--- config.mk ---
export PLATFORM = sky130hd
export DESIGN_NAME = gene_attractor_finder_flat
export DESIGN_NICKNAME = d
export VERILOG_FILES = /design/src/rtl/gene_attractor_finder_if.sv /design/src/rtl/gene_attractor_finder.sv /design/src/flat_wrapper.sv
export SDC_FILE = /design/constraint.sdc
export NUM_CORES = 1
export LEC_CHECK = 0
export ABC_AREA = 1
export CORE_ASPECT_RATIO = 0.5
export CORE_MARGIN = 8
export CORE_UTILIZATION = 62
export CTS_CLUSTER_DIAMETER = 50
export DETAILED_ROUTE_END_ITERATION = 8
export PLACE_DENSITY = 0.87
export SLEW_MARGIN = 20
export SYNTH_ARGS = -nofsm -noshare
export SYNTH_HDL_FRONTEND = slang
export SYNTH_SLANG_ARGS = --single-unit
--- constraint.sdc ---
create_clock -name clk -period 6.8 [get_ports clk]
set_input_delay 1.36 -clock clk [delete_from_list [all_inputs] [get_ports clk]]
set_output_delay 1.36 -clock clk [all_outputs]
set_load 0.005 [all_outputs]
--- src/rtl/gene_attractor_finder_if.sv ---
// Start/done handshake and result bus between the run controller and whoever launches runs.
// start/seed are a single-cycle request: the finder takes them only when idle and answers
// with one done pulse; there is no backpressure, so start simply stays high until taken.
interface gene_attractor_finder_if #(
  parameter int PER_W  = 5,
  parameter int STEP_W = 8
);
  logic              start;
  logic [7:0]        seed;
  logic              busy;
  logic              done;
  logic              found;
  logic [7:0]        cur_state;
  logic [7:0]        attractor_state;
  logic [PER_W-1:0]  period;
  logic [STEP_W-1:0] transient;
  logic [1:0]        fsm_state;

  modport master (
    output start, seed,
    input  busy, done, found, cur_state, attractor_state, period, transient, fsm_state
  );

  modport slave (
    input  start, seed,
    output busy, done, found, cur_state, attractor_state, period, transient, fsm_state
  );
endinterface

--- src/rtl/gene_attractor_finder.sv ---
// Run controller for the 8-gene Boolean network: steps from a seed, keeps a sliding
// window of recent states and reports the first revisited state as the attractor.
module gene_attractor_finder #(
  parameter int HIST_DEPTH = 16,
  parameter int MAX_STEPS  = 255,
  parameter int STEP_W     = 8
) (
  input  logic                   clk,
  input  logic                   reset,
  gene_attractor_finder_if.slave bus
);

  localparam int PER_W = $clog2(HIST_DEPTH + 1);

  typedef enum logic [1:0] {
    IDLE   = 2'd0,
    SEARCH = 2'd1,
    DONE   = 2'd2
  } state_t;

  state_t              state;
  logic [7:0]          hist [HIST_DEPTH];
  logic [HIST_DEPTH-1:0] valid;
  logic [STEP_W-1:0]   steps;

  logic                busy_q;
  logic                done_q;
  logic                found_q;
  logic [7:0]          cur_q;
  logic [7:0]          attr_q;
  logic [PER_W-1:0]    per_q;
  logic [STEP_W-1:0]   trans_q;

  logic [7:0]          nxt;
  logic                hit;
  logic [PER_W-1:0]    hit_k;
  logic [7:0]          hit_state;

  function automatic logic [7:0] net_update(input logic [7:0] c);
    logic [7:0] n;
    n[0] = ~c[2] & c[6] & ~c[7];
    n[1] = (c[4] | c[5]) & ~c[7];
    n[2] = c[7];
    n[3] = c[1] & ~c[6];
    n[4] = c[1] | c[3];
    n[5] = c[2] & ~c[7];
    n[6] = c[1] & ~c[7];
    n[7] = ~(c[0] | c[1]) & (c[3] | c[6]);
    return n;
  endfunction

  // Scan from oldest to newest so the newest matching entry (smallest k) wins.
  always_comb begin
    nxt       = net_update(cur_q);
    hit       = 1'b0;
    hit_k     = '0;
    hit_state = '0;
    for (int k = HIST_DEPTH - 1; k >= 0; k--) begin
      if (valid[k] && (hist[k] == nxt)) begin
        hit       = 1'b1;
        hit_k     = PER_W'(k);
        hit_state = hist[k];
      end
    end
  end

  always_ff @(posedge clk) begin
    if (reset) begin
      state   <= IDLE;
      valid   <= '0;
      steps   <= '0;
      busy_q  <= 1'b0;
      done_q  <= 1'b0;
      found_q <= 1'b0;
      cur_q   <= '0;
      attr_q  <= '0;
      per_q   <= '0;
      trans_q <= '0;
      for (int k = 0; k < HIST_DEPTH; k++) hist[k] <= '0;
    end else begin
      case (state)
        IDLE: begin
          done_q <= 1'b0;
          if (bus.start) begin
            cur_q   <= bus.seed;
            hist[0] <= bus.seed;
            valid   <= HIST_DEPTH'(1);
            steps   <= '0;
            found_q <= 1'b0;
            per_q   <= '0;
            trans_q <= '0;
            attr_q  <= '0;
            busy_q  <= 1'b1;
            state   <= SEARCH;
          end
        end

        SEARCH: begin
          if (hit) begin
            found_q <= 1'b1;
            per_q   <= hit_k + PER_W'(1);
            trans_q <= steps - STEP_W'(hit_k);
            attr_q  <= hit_state;
            busy_q  <= 1'b0;
            done_q  <= 1'b1;
            state   <= DONE;
          end else if (steps == STEP_W'(MAX_STEPS - 1)) begin
            found_q <= 1'b0;
            busy_q  <= 1'b0;
            done_q  <= 1'b1;
            state   <= DONE;
          end else begin
            // Sliding window: oldest entry falls off the end once the window is full.
            for (int k = HIST_DEPTH - 1; k >= 1; k--) begin
              hist[k]  <= hist[k-1];
              valid[k] <= valid[k-1];
            end
            hist[0]  <= nxt;
            valid[0] <= 1'b1;
            cur_q    <= nxt;
            steps    <= steps + STEP_W'(1);
          end
        end

        DONE: begin
          done_q <= 1'b0;
          state  <= IDLE;
        end

        default: state <= IDLE;
      endcase
    end
  end

  assign bus.busy            = busy_q;
  assign bus.done            = done_q;
  assign bus.found           = found_q;
  assign bus.cur_state       = cur_q;
  assign bus.attractor_state = attr_q;
  assign bus.period          = per_q;
  assign bus.transient       = trans_q;
  assign bus.fsm_state       = state;

endmodule

--- src/flat_wrapper.sv ---
// flat-port wrapper written by rule: the top's interface ports become plain ports
module gene_attractor_finder_flat 
#(
  parameter int HIST_DEPTH = 16,
  parameter int MAX_STEPS  = 255,
  parameter int STEP_W     = 8
)
  (clk, reset, bus_start, bus_seed, bus_busy, bus_done, bus_found, bus_cur_state, bus_attractor_state, bus_period, bus_transient, bus_fsm_state);
  gene_attractor_finder_if #(.PER_W(5), .STEP_W(STEP_W)) bus_i ();
  input  logic clk;
  input  logic reset;
  input wire logic [$bits(bus_i.start)-1:0] bus_start;
  input wire logic [$bits(bus_i.seed)-1:0] bus_seed;
  output wire logic [$bits(bus_i.busy)-1:0] bus_busy;
  output wire logic [$bits(bus_i.done)-1:0] bus_done;
  output wire logic [$bits(bus_i.found)-1:0] bus_found;
  output wire logic [$bits(bus_i.cur_state)-1:0] bus_cur_state;
  output wire logic [$bits(bus_i.attractor_state)-1:0] bus_attractor_state;
  output wire logic [$bits(bus_i.period)-1:0] bus_period;
  output wire logic [$bits(bus_i.transient)-1:0] bus_transient;
  output wire logic [$bits(bus_i.fsm_state)-1:0] bus_fsm_state;
  assign bus_i.start = bus_start;
  assign bus_i.seed = bus_seed;
  assign bus_busy = bus_i.busy;
  assign bus_done = bus_i.done;
  assign bus_found = bus_i.found;
  assign bus_cur_state = bus_i.cur_state;
  assign bus_attractor_state = bus_i.attractor_state;
  assign bus_period = bus_i.period;
  assign bus_transient = bus_i.transient;
  assign bus_fsm_state = bus_i.fsm_state;
  gene_attractor_finder #(.HIST_DEPTH(HIST_DEPTH), .MAX_STEPS(MAX_STEPS), .STEP_W(STEP_W)) u_core (.clk(clk), .reset(reset), .bus(bus_i));
endmodule
==> flow_summary_export.csv, run 1 <==
group,metric,value,unit
logic_synthesis,ys_dominant_reg_cell,"sky130_fd_sc_hd__edfxtp_1",
power,power.leakage,5.21,nW
floorplanning,ios,45,
critical_path,critPathKind,"register to register",
clocking,cts-buffers-inserted,17,
clocking,clockBufferDepth,2,
clocking,postCtsHoldBufs,0,
logic_synthesis,synth.yosys.seq_area_share,0.446,
cells_and_area,proportion_of_layout_cells_with_a_drive_suffix_above_1,0.0613,
sta,final_hold_viol_count,0,
placed_design,gp_congestion,0.936,
critical_path,timing.critical_path.slowest_stage_cell,"sky130_fd_sc_hd__nor2_1",
logic_synthesis,synth_area_per_cell,7.60,sq um
critical_path,reg2regPathDepth,27,
critical_path,regToRegEndpoint,"u_core.bus.transient[6]",
sta,grt_setup_unrepaired,"no",
route,wl,31.8,mm
power,ir_drop,187,uV
logic_synthesis,number_of_flops_mapped_to_enable_cells_by_yosys,128,
global_route,largest_net_degree_at_the_start_of_global_routing,98,
global_route,sum_of_overflow_across_all_layers_after_global_routing,0,
power,overall_power_after_layout,3.12,mW
clocking,path_clk_slew,0.08,ns
power,combinational_power_share,0.234,
critical_path,cp_startpoint_kind,"register",
power,cellPowerDensity,256,mW/mm^2
status,violated_checks,"design-rule violations",
clocking,cts_max_level,4,
power,p_sw,1.10,mW
route,route.antenna.remaining_nets,0,
route,avgRoutedWirePerCell,18.3,microns
cells_and_area,area.growth.synth_to_final,8.95,%
power,power_switching_share,0.353,
sta,clock-skew-final,0.0191,ns
clocking,number_of_gates_given_a_new_drive_strength_after_cts,0,
critical_path,cp_max_fo,13,
clocking,tritoncts,"built",
floorplanning,placement_rows,34,
sta,report.final.slew_viol_count,0,
route,num_vias,10400,
clocking,cts.root.buffer_cell,"sky130_fd_sc_hd__clkbuf_16",
logic_synthesis,synthDominantAreaCellType,"sky130_fd_sc_hd__edfxtp_1",
logic_synthesis,synth-async-reset-ratio,0,
global_route,grt_usage,0.272,
power,internal-power,2.02,mW
hold_path,hold_crit_path_type,"register to register",
floorplanning,dieWidth,206,microns
hold_path,start_point_of_the_worst_hold_path,"u_core.bus.transient[3]",
floorplanning,effective_utilization_at_floorplan,0.640,
logic_synthesis,synthCells,1475,
placed_design,detailed_place_hpwl,21.4,mm
sta,timing.slew.headroom,0.255,
critical_path,slowest_delay,0.65,ns
critical_path,timing.rr.start,"u_core.bus.cur_state[7]",
route,routed_via_density,5.97,
hold_path,hold_path_end,"u_core.bus.transient[3]",
global_route,antenna_found_initial,0,
sta,postLayoutSetupSlackWorst,1.53,ns
logic_synthesis,synth_cell_types,51,
power,power_frac_seq,0.449,
critical_path,arrival,5.65,ns
clocking,cts.repair_timing.setup_buffer_count,0,
sta,timing.setup.tns,0,ns
sta,timing.final.crit_share,0.775,
sta,post-route-min-period,5.27,ns
job,max_cap_violations,0,
cells_and_area,nNetsFinal,1508,
power,share_clk_of_total_power,0.317,
placed_design,pre_cts_slack,1.81,ns
critical_path,regToRegSetupSlack,1.53,ns
global_route,grt_first_pass_wirelength,50.0,mm
logic_synthesis,yosys_warnings,0,
sta,tightest_slew,1.12,ns
route,drt_drc_violations_left,1,
placed_design,portBuffers,44,
hold_path,timing.hold.worst_path_depth,2,
critical_path,end_kind,"register",
logic_synthesis,yosys.area.top_type_share,0.343,
logic_synthesis,post_synth_main_area_contributors,"sky130_fd_sc_hd__edfxtp_1, sky130_fd_sc_hd__nand2_1, sky130_fd_sc_hd__dfxtp_1, sky130_fd_sc_hd__inv_1, sky130_fd_sc_hd__nor2_1",
cells_and_area,n_antenna_cell,0,
floorplanning,core,0.0175,sq mm
route,drtPass1Iterations,8,
logic_synthesis,mappedNetlistArea,0.0112,sq mm
cells_and_area,nFillCells,1276,
floorplanning,design.die.area,0.0229,sq mm
logic_synthesis,mappedNetlistNets,1495,
clocking,clock_insertion_delay_at_the_later_pin_of_the_skew_report,0.44,ns
global_route,grt_pass1_vias,9658,
logic_synthesis,synth.ff_latch_count,186,
floorplanning,die-height,111,microns
route,detailedRoute.firstIterationViolations,1494,
critical_path,cp_data_required_time,7.18,ns
sta,clock.fmax,190,MHz
clocking,numClockSinks,186,
critical_path,critical_path.most_common_cell,"sky130_fd_sc_hd__nand2_1",
sta,final-setup-viol-count,0,
status,outcome,"finished with violations",
[how the worst max path moves through the flow]
stage,startpoint,slack (ns),cells after the start,endpoint
CTS,u_core.bus.cur_state[7],1.71,27,u_core.bus.transient[6]
global placement,u_core.bus.cur_state[7],1.89,27,u_core.bus.transient[6]
floorplan,reset,1.81,4,u_core.hist[10][0]
global route,u_core.bus.cur_state[7],1.15,27,u_core.bus.transient[6]
finish,u_core.bus.cur_state[7],1.53,27,u_core.bus.transient[6]
detailed placement,u_core.bus.cur_state[7],1.81,27,u_core.bus.transient[6]
[cells by family after synthesis]
family	share of synthesized area
buffers and inverters	0.107
AO/OA/AOI/OAI	0.0925
AND/OR/NAND/NOR	0.291
XOR/XNOR	0.0522
flip-flops	0.446
adder cells (fa/ha/maj)	0.0107
[power groups by stage]
| stage | combinational (mW) | sequential [mW] | clock, mW |
|---|---|---|---|
| after detailed placement | 0.698 | 1.42 | 0 |
| after global routing | 0.786 | 1.41 | 1.03 |
| after floorplan | 0.522 | 1.40 | 0 |
| after global placement | 0.672 | 1.42 | 0 |
| final | 0.730 | 1.40 | 0.989 |
| after CTS | 0.706 | 1.40 | 0.990 |
[worst max-delay path, delay by kind of cell (launching register included)]
family	cells	cell delay, ns
AOI/OAI and AO/OA	4	0.88
xor gates and xnor gates	1	0.15
adders and majority gates	2	0.59
buffers and inverters	4	0.64
DFF	1	0.58
and+or+nand+nor	16	2.35
[cell type report]
cell class	instances	area, sq um	share of cell area
clock inverters	14	148	0.0121
well taps	234	293	0.0240
flip-flops and latches	186	5000	0.410
repair buffers	51	505	0.0414
clock buffers	18	429	0.0351
inverters	218	818	0.0670
multi-input cells	1014	5010	0.411
[routing by layer]
metal / up-vias / track usage / wire length, microns
met3: 119 / 0.0636 / 3790
met4: 0 / 0.113 / 1190
met1: 4778 / 0.358 / 12700
li1: 4766 / - / -
met5: - / 0 / 0
met2: 692 / 0.425 / 14100
[state kept, by name (all words and copies together) (netlist names)]
signal and flops:
u_core.bus.attractor_state 8, u_core.bus.busy 1, u_core.bus.cur_state 8, u_core.bus.done 1, u_core.bus.found 1, u_core.bus.fsm_state 2, u_core.bus.period 5, u_core.bus.transient 8
u_core.hist 128, u_core.steps 8, u_core.valid 16
[through the flow]
step	hold slack, ns	cells	util	cell area (sq um)
after floorplan	0.439	1475	-	11200
after global placement	0.451	1703	0.664	11600
after detailed placement	0.455	1703	0.664	11600
after CTS	0.471	1735	0.697	12200
after global routing	0.483	1735	0.697	12200
final	0.468	1735	0.697	12200
[Yosys cell counts, types with 2 or more instances]
library cell,instances
sky130_fd_sc_hd__a211oi_1,4
sky130_fd_sc_hd__a21oi_1,81
sky130_fd_sc_hd__a221oi_1,4
sky130_fd_sc_hd__a31oi_1,13
sky130_fd_sc_hd__buf_2,22
sky130_fd_sc_hd__buf_4,10
sky130_fd_sc_hd__buf_6,14
sky130_fd_sc_hd__clkbuf_1,10
sky130_fd_sc_hd__dfxtp_1,58
sky130_fd_sc_hd__edfxtp_1,128
sky130_fd_sc_hd__ha_1,8
sky130_fd_sc_hd__inv_1,208
sky130_fd_sc_hd__inv_2,10
sky130_fd_sc_hd__nand2_1,380
sky130_fd_sc_hd__nand2_2,6
sky130_fd_sc_hd__nand2_4,6
sky130_fd_sc_hd__nand3_1,63
sky130_fd_sc_hd__nand3_2,6
sky130_fd_sc_hd__nand3b_1,5
sky130_fd_sc_hd__nand4_1,24
sky130_fd_sc_hd__nor2_1,201
sky130_fd_sc_hd__nor2_2,8
sky130_fd_sc_hd__nor2_4,3
sky130_fd_sc_hd__nor3_1,26
sky130_fd_sc_hd__nor3_2,5
sky130_fd_sc_hd__nor3b_1,2
sky130_fd_sc_hd__nor4_1,10
sky130_fd_sc_hd__o2111ai_1,3
sky130_fd_sc_hd__o211ai_1,2
sky130_fd_sc_hd__o21ai_0,63
sky130_fd_sc_hd__o21ai_1,6
sky130_fd_sc_hd__o22ai_1,4
sky130_fd_sc_hd__xnor2_1,4
sky130_fd_sc_hd__xor2_1,61
[cell usage in the layout (no fill, tap or decap), drive strengths merged]
cell type / instances
or2: 2
dfxtp: 58
o221ai: 1
inv: 225
nor4: 10
xnor2: 4
a211oi: 4
fa: 1
a31oi: 13
o2111ai: 3
o22ai: 4
and2: 1
nor3: 31
nand4: 24
a311oi: 1
ha: 8
a2111oi: 1
edfxtp: 128
a21o: 1
nand3: 70
xor2: 62
nand3b: 5
o2111a: 1
o21bai: 1
a221oi: 4
nor3b: 3
clkinv: 7
clkbuf: 18
a21oi: 81
nand2: 392
nor2: 213
buf: 7
clkdlybuf4s50: 44
o21ai: 70
o211ai: 3
Note: power is estimated with default switching activity, not from simulation.
==> inputs of run 2 (changes only) <==
==> constraint.sdc (replaced) <==
create_clock -name clk -period 5.3 [get_ports clk]
set_input_delay 1.06 -clock clk [delete_from_list [all_inputs] [get_ports clk]]
set_output_delay 1.06 -clock clk [all_outputs]
set_load 0.005 [all_outputs]
==> run 2 against run 1 <==
Compared with the run above:
- the run now ends clean
- sequential share of layout area shrank 0.35 points
- clock skew is essentially flat
- non-clock buffer count rose by 12
- utilization is 0.60 points higher
==> flow_summary_export.csv, run 2 (synthesis results as in run 1) <==
group,metric,value,unit
status,outcome,"completed",
cells_and_area,layout_commonest_cell,"sky130_fd_sc_hd__nand2_1",
route,route.antenna.remaining_nets,0,
power,power.leakage,5.28,nW
cells_and_area,proportion_of_layout_cells_with_a_drive_suffix_above_1,0.0681,
clocking,path_clk_slew,0.08,ns
global_route,grt_pass1_vias,9839,
critical_path,critPathKind,"register to register",
cells_and_area,nNetsFinal,1520,
placed_design,portBuffers,44,
route,wl,32.4,mm
critical_path,cp_data_required_time,5.66,ns
critical_path,cp_max_fo,22,
power,cellPowerDensity,327,mW/mm^2
critical_path,reg2regPathDepth,22,
clocking,cts.root.buffer_cell,"sky130_fd_sc_hd__clkbuf_16",
route,drtPass1Iterations,6,
hold_path,hold_crit_path_type,"register to register",
route,detailedRoute.firstIterationViolations,1283,
placed_design,pre_cts_slack,0.763,ns
placed_design,gp_congestion,0.942,
clocking,cts-buffers-inserted,17,
critical_path,critPathBufInv,3,
sta,clock.fmax,203,MHz
critical_path,path_cells,"buf_4, nor2_2, buf_4, o22ai_1, nor2_1, nand3_2, nand2_1, o21ai_0, nor2_1, o21bai_1, a21oi_1, inv_1, ha_1, a21oi_1, o21ai_0, nand2_1, nand3_1, nor2_1, nand2_1, xor2_1, nand2_1, a21oi_1",
cells_and_area,layout_top_registers,"u_core.hist (128), u_core.valid (16)",
critical_path,cp_startpoint_kind,"register",
cells_and_area,largest_register_ff_count,128,
critical_path,family_with_the_most_delay_on_the_worst_path,"simple AND/OR/NAND/NOR gates",
sta,final-setup-viol-count,0,
hold_path,start_point_of_the_worst_hold_path,"u_core.bus.transient[5]",
clocking,numClockSinks,186,
sta,tightest_slew,1.04,ns
cells_and_area,layout_common_cells,"sky130_fd_sc_hd__nand2_1, sky130_fd_sc_hd__inv_1, sky130_fd_sc_hd__nor2_1, sky130_fd_sc_hd__edfxtp_1, sky130_fd_sc_hd__a21oi_1",
floorplanning,die-height,111,microns
cells_and_area,nFillCells,1372,
route,avgRoutedWirePerCell,18.5,microns
cells_and_area,n_antenna_cell,0,
critical_path,arrival,5.28,ns
floorplanning,dieWidth,206,microns
sta,final_hold_viol_count,0,
sta,timing.final.crit_share,0.928,
clocking,clockBufferDepth,2,
floorplanning,ios,45,
critical_path,end_kind,"register",
power,ir_drop,261,uV
route,routed_via_density,5.86,
critical_path,timing.critical_path.slowest_stage_cell,"sky130_fd_sc_hd__nor2_2",
cells_and_area,registers.top_by_ff_count,"u_core.hist",
sta,report.final.slew_viol_count,0,
sta,timing.setup.tns,0,ns
floorplanning,effective_utilization_at_floorplan,0.640,
hold_path,hold_path_end,"u_core.bus.transient[5]",
critical_path,timing.rr.start,"u_core.bus.cur_state[7]",
route,num_vias,10200,
global_route,grt_first_pass_wirelength,52.0,mm
clocking,clock_insertion_delay_at_the_later_pin_of_the_skew_report,0.45,ns
sta,grt_setup_unrepaired,"no",
global_route,grt_usage,0.282,
floorplanning,placement_rows,34,
global_route,largest_net_degree_at_the_start_of_global_routing,77,
hold_path,timing.hold.worst_path_depth,2,
clocking,cts.repair_timing.setup_buffer_count,0,
sta,post-route-min-period,4.92,ns
clocking,tritoncts,"built",
sta,postLayoutSetupSlackWorst,0.382,ns
sta,timing.slew.headroom,0.308,
critical_path,slowest_delay,0.42,ns
job,max_cap_violations,0,
clocking,number_of_gates_given_a_new_drive_strength_after_cts,0,
clocking,postCtsHoldBufs,0,
critical_path,regToRegEndpoint,"u_core.bus.transient[7]",
route,drt_drc_violations_left,0,
sta,clock-skew-final,0.0192,ns
global_route,sum_of_overflow_across_all_layers_after_global_routing,0,
critical_path,regToRegSetupSlack,0.38,ns
cells_and_area,area.growth.synth_to_final,9.89,%
critical_path,critical_path.most_common_cell,"sky130_fd_sc_hd__nand2_1",
floorplanning,core,0.0175,sq mm
global_route,antenna_found_initial,0,
placed_design,detailed_place_hpwl,22.7,mm
floorplanning,design.die.area,0.0229,sq mm
clocking,cts_max_level,4,
==> run 2: worst min-delay path: stages, from the launching register on <==
cell and delay (ns):
sky130_fd_sc_hd__dfxtp_1 0.32, sky130_fd_sc_hd__nand2_1 0.06, sky130_fd_sc_hd__a21oi_1 0.05
==> run 2: worst max-delay path by stage <==
stage                                 start  slack, ns                      end  cells past startpoint
finish              u_core.bus.cur_state[7]       0.38  u_core.bus.transient[7]                     22
global route        u_core.bus.cur_state[4]       0.05  u_core.bus.transient[7]                     20
CTS                 u_core.bus.cur_state[4]       0.58  u_core.bus.transient[7]                     20
detailed placement  u_core.bus.cur_state[7]       0.76  u_core.bus.transient[7]                     23
global placement    u_core.bus.cur_state[1]       0.90  u_core.bus.transient[6]                     28
floorplan           u_core.bus.cur_state[7]       0.45       u_core.hist[10][0]                     12
==> run 2: where the power goes <==
part	switching [mW]	internal (mW)
logic	0.674	0.279
registers	0.0966	1.70
clock network	0.642	0.638
total	1.41	2.61
==> run 2: metal layers <==
layer	vias to the layer above	part of all wire	track usage
met2	652	0.43	0.418
met5	-	0	0
li1	4799	-	-
met1	4713	0.42	0.399
met3	77	0.12	0.0662
met4	0	0.023	0.0936
==> run 2: per-stage QoR <==
step                      instances  hold WS (ns)   util  power (mW)  area (sq um)
final                          1747         0.470  0.703        4.03         12300
after global routing           1747         0.491  0.703        4.17         12300
after CTS                      1747         0.473  0.703        3.99         12300
after detailed placement       1715         0.457  0.670        2.74         11700
after global placement         1715         0.450  0.670        2.72         11700
after floorplan                1475         0.439      -        2.47         11200
==> run 2: final cells by class <==
class                      instances  area (sq um)  area share
sequential                       186          5000       0.406
tap                              234           293      0.0238
inverter                         218           818      0.0664
multi-input combinational       1014          5010       0.407
clock buffer                      19           443      0.0360
clock inverter                    13           126      0.0103
timing repair buffer              63           621      0.0504
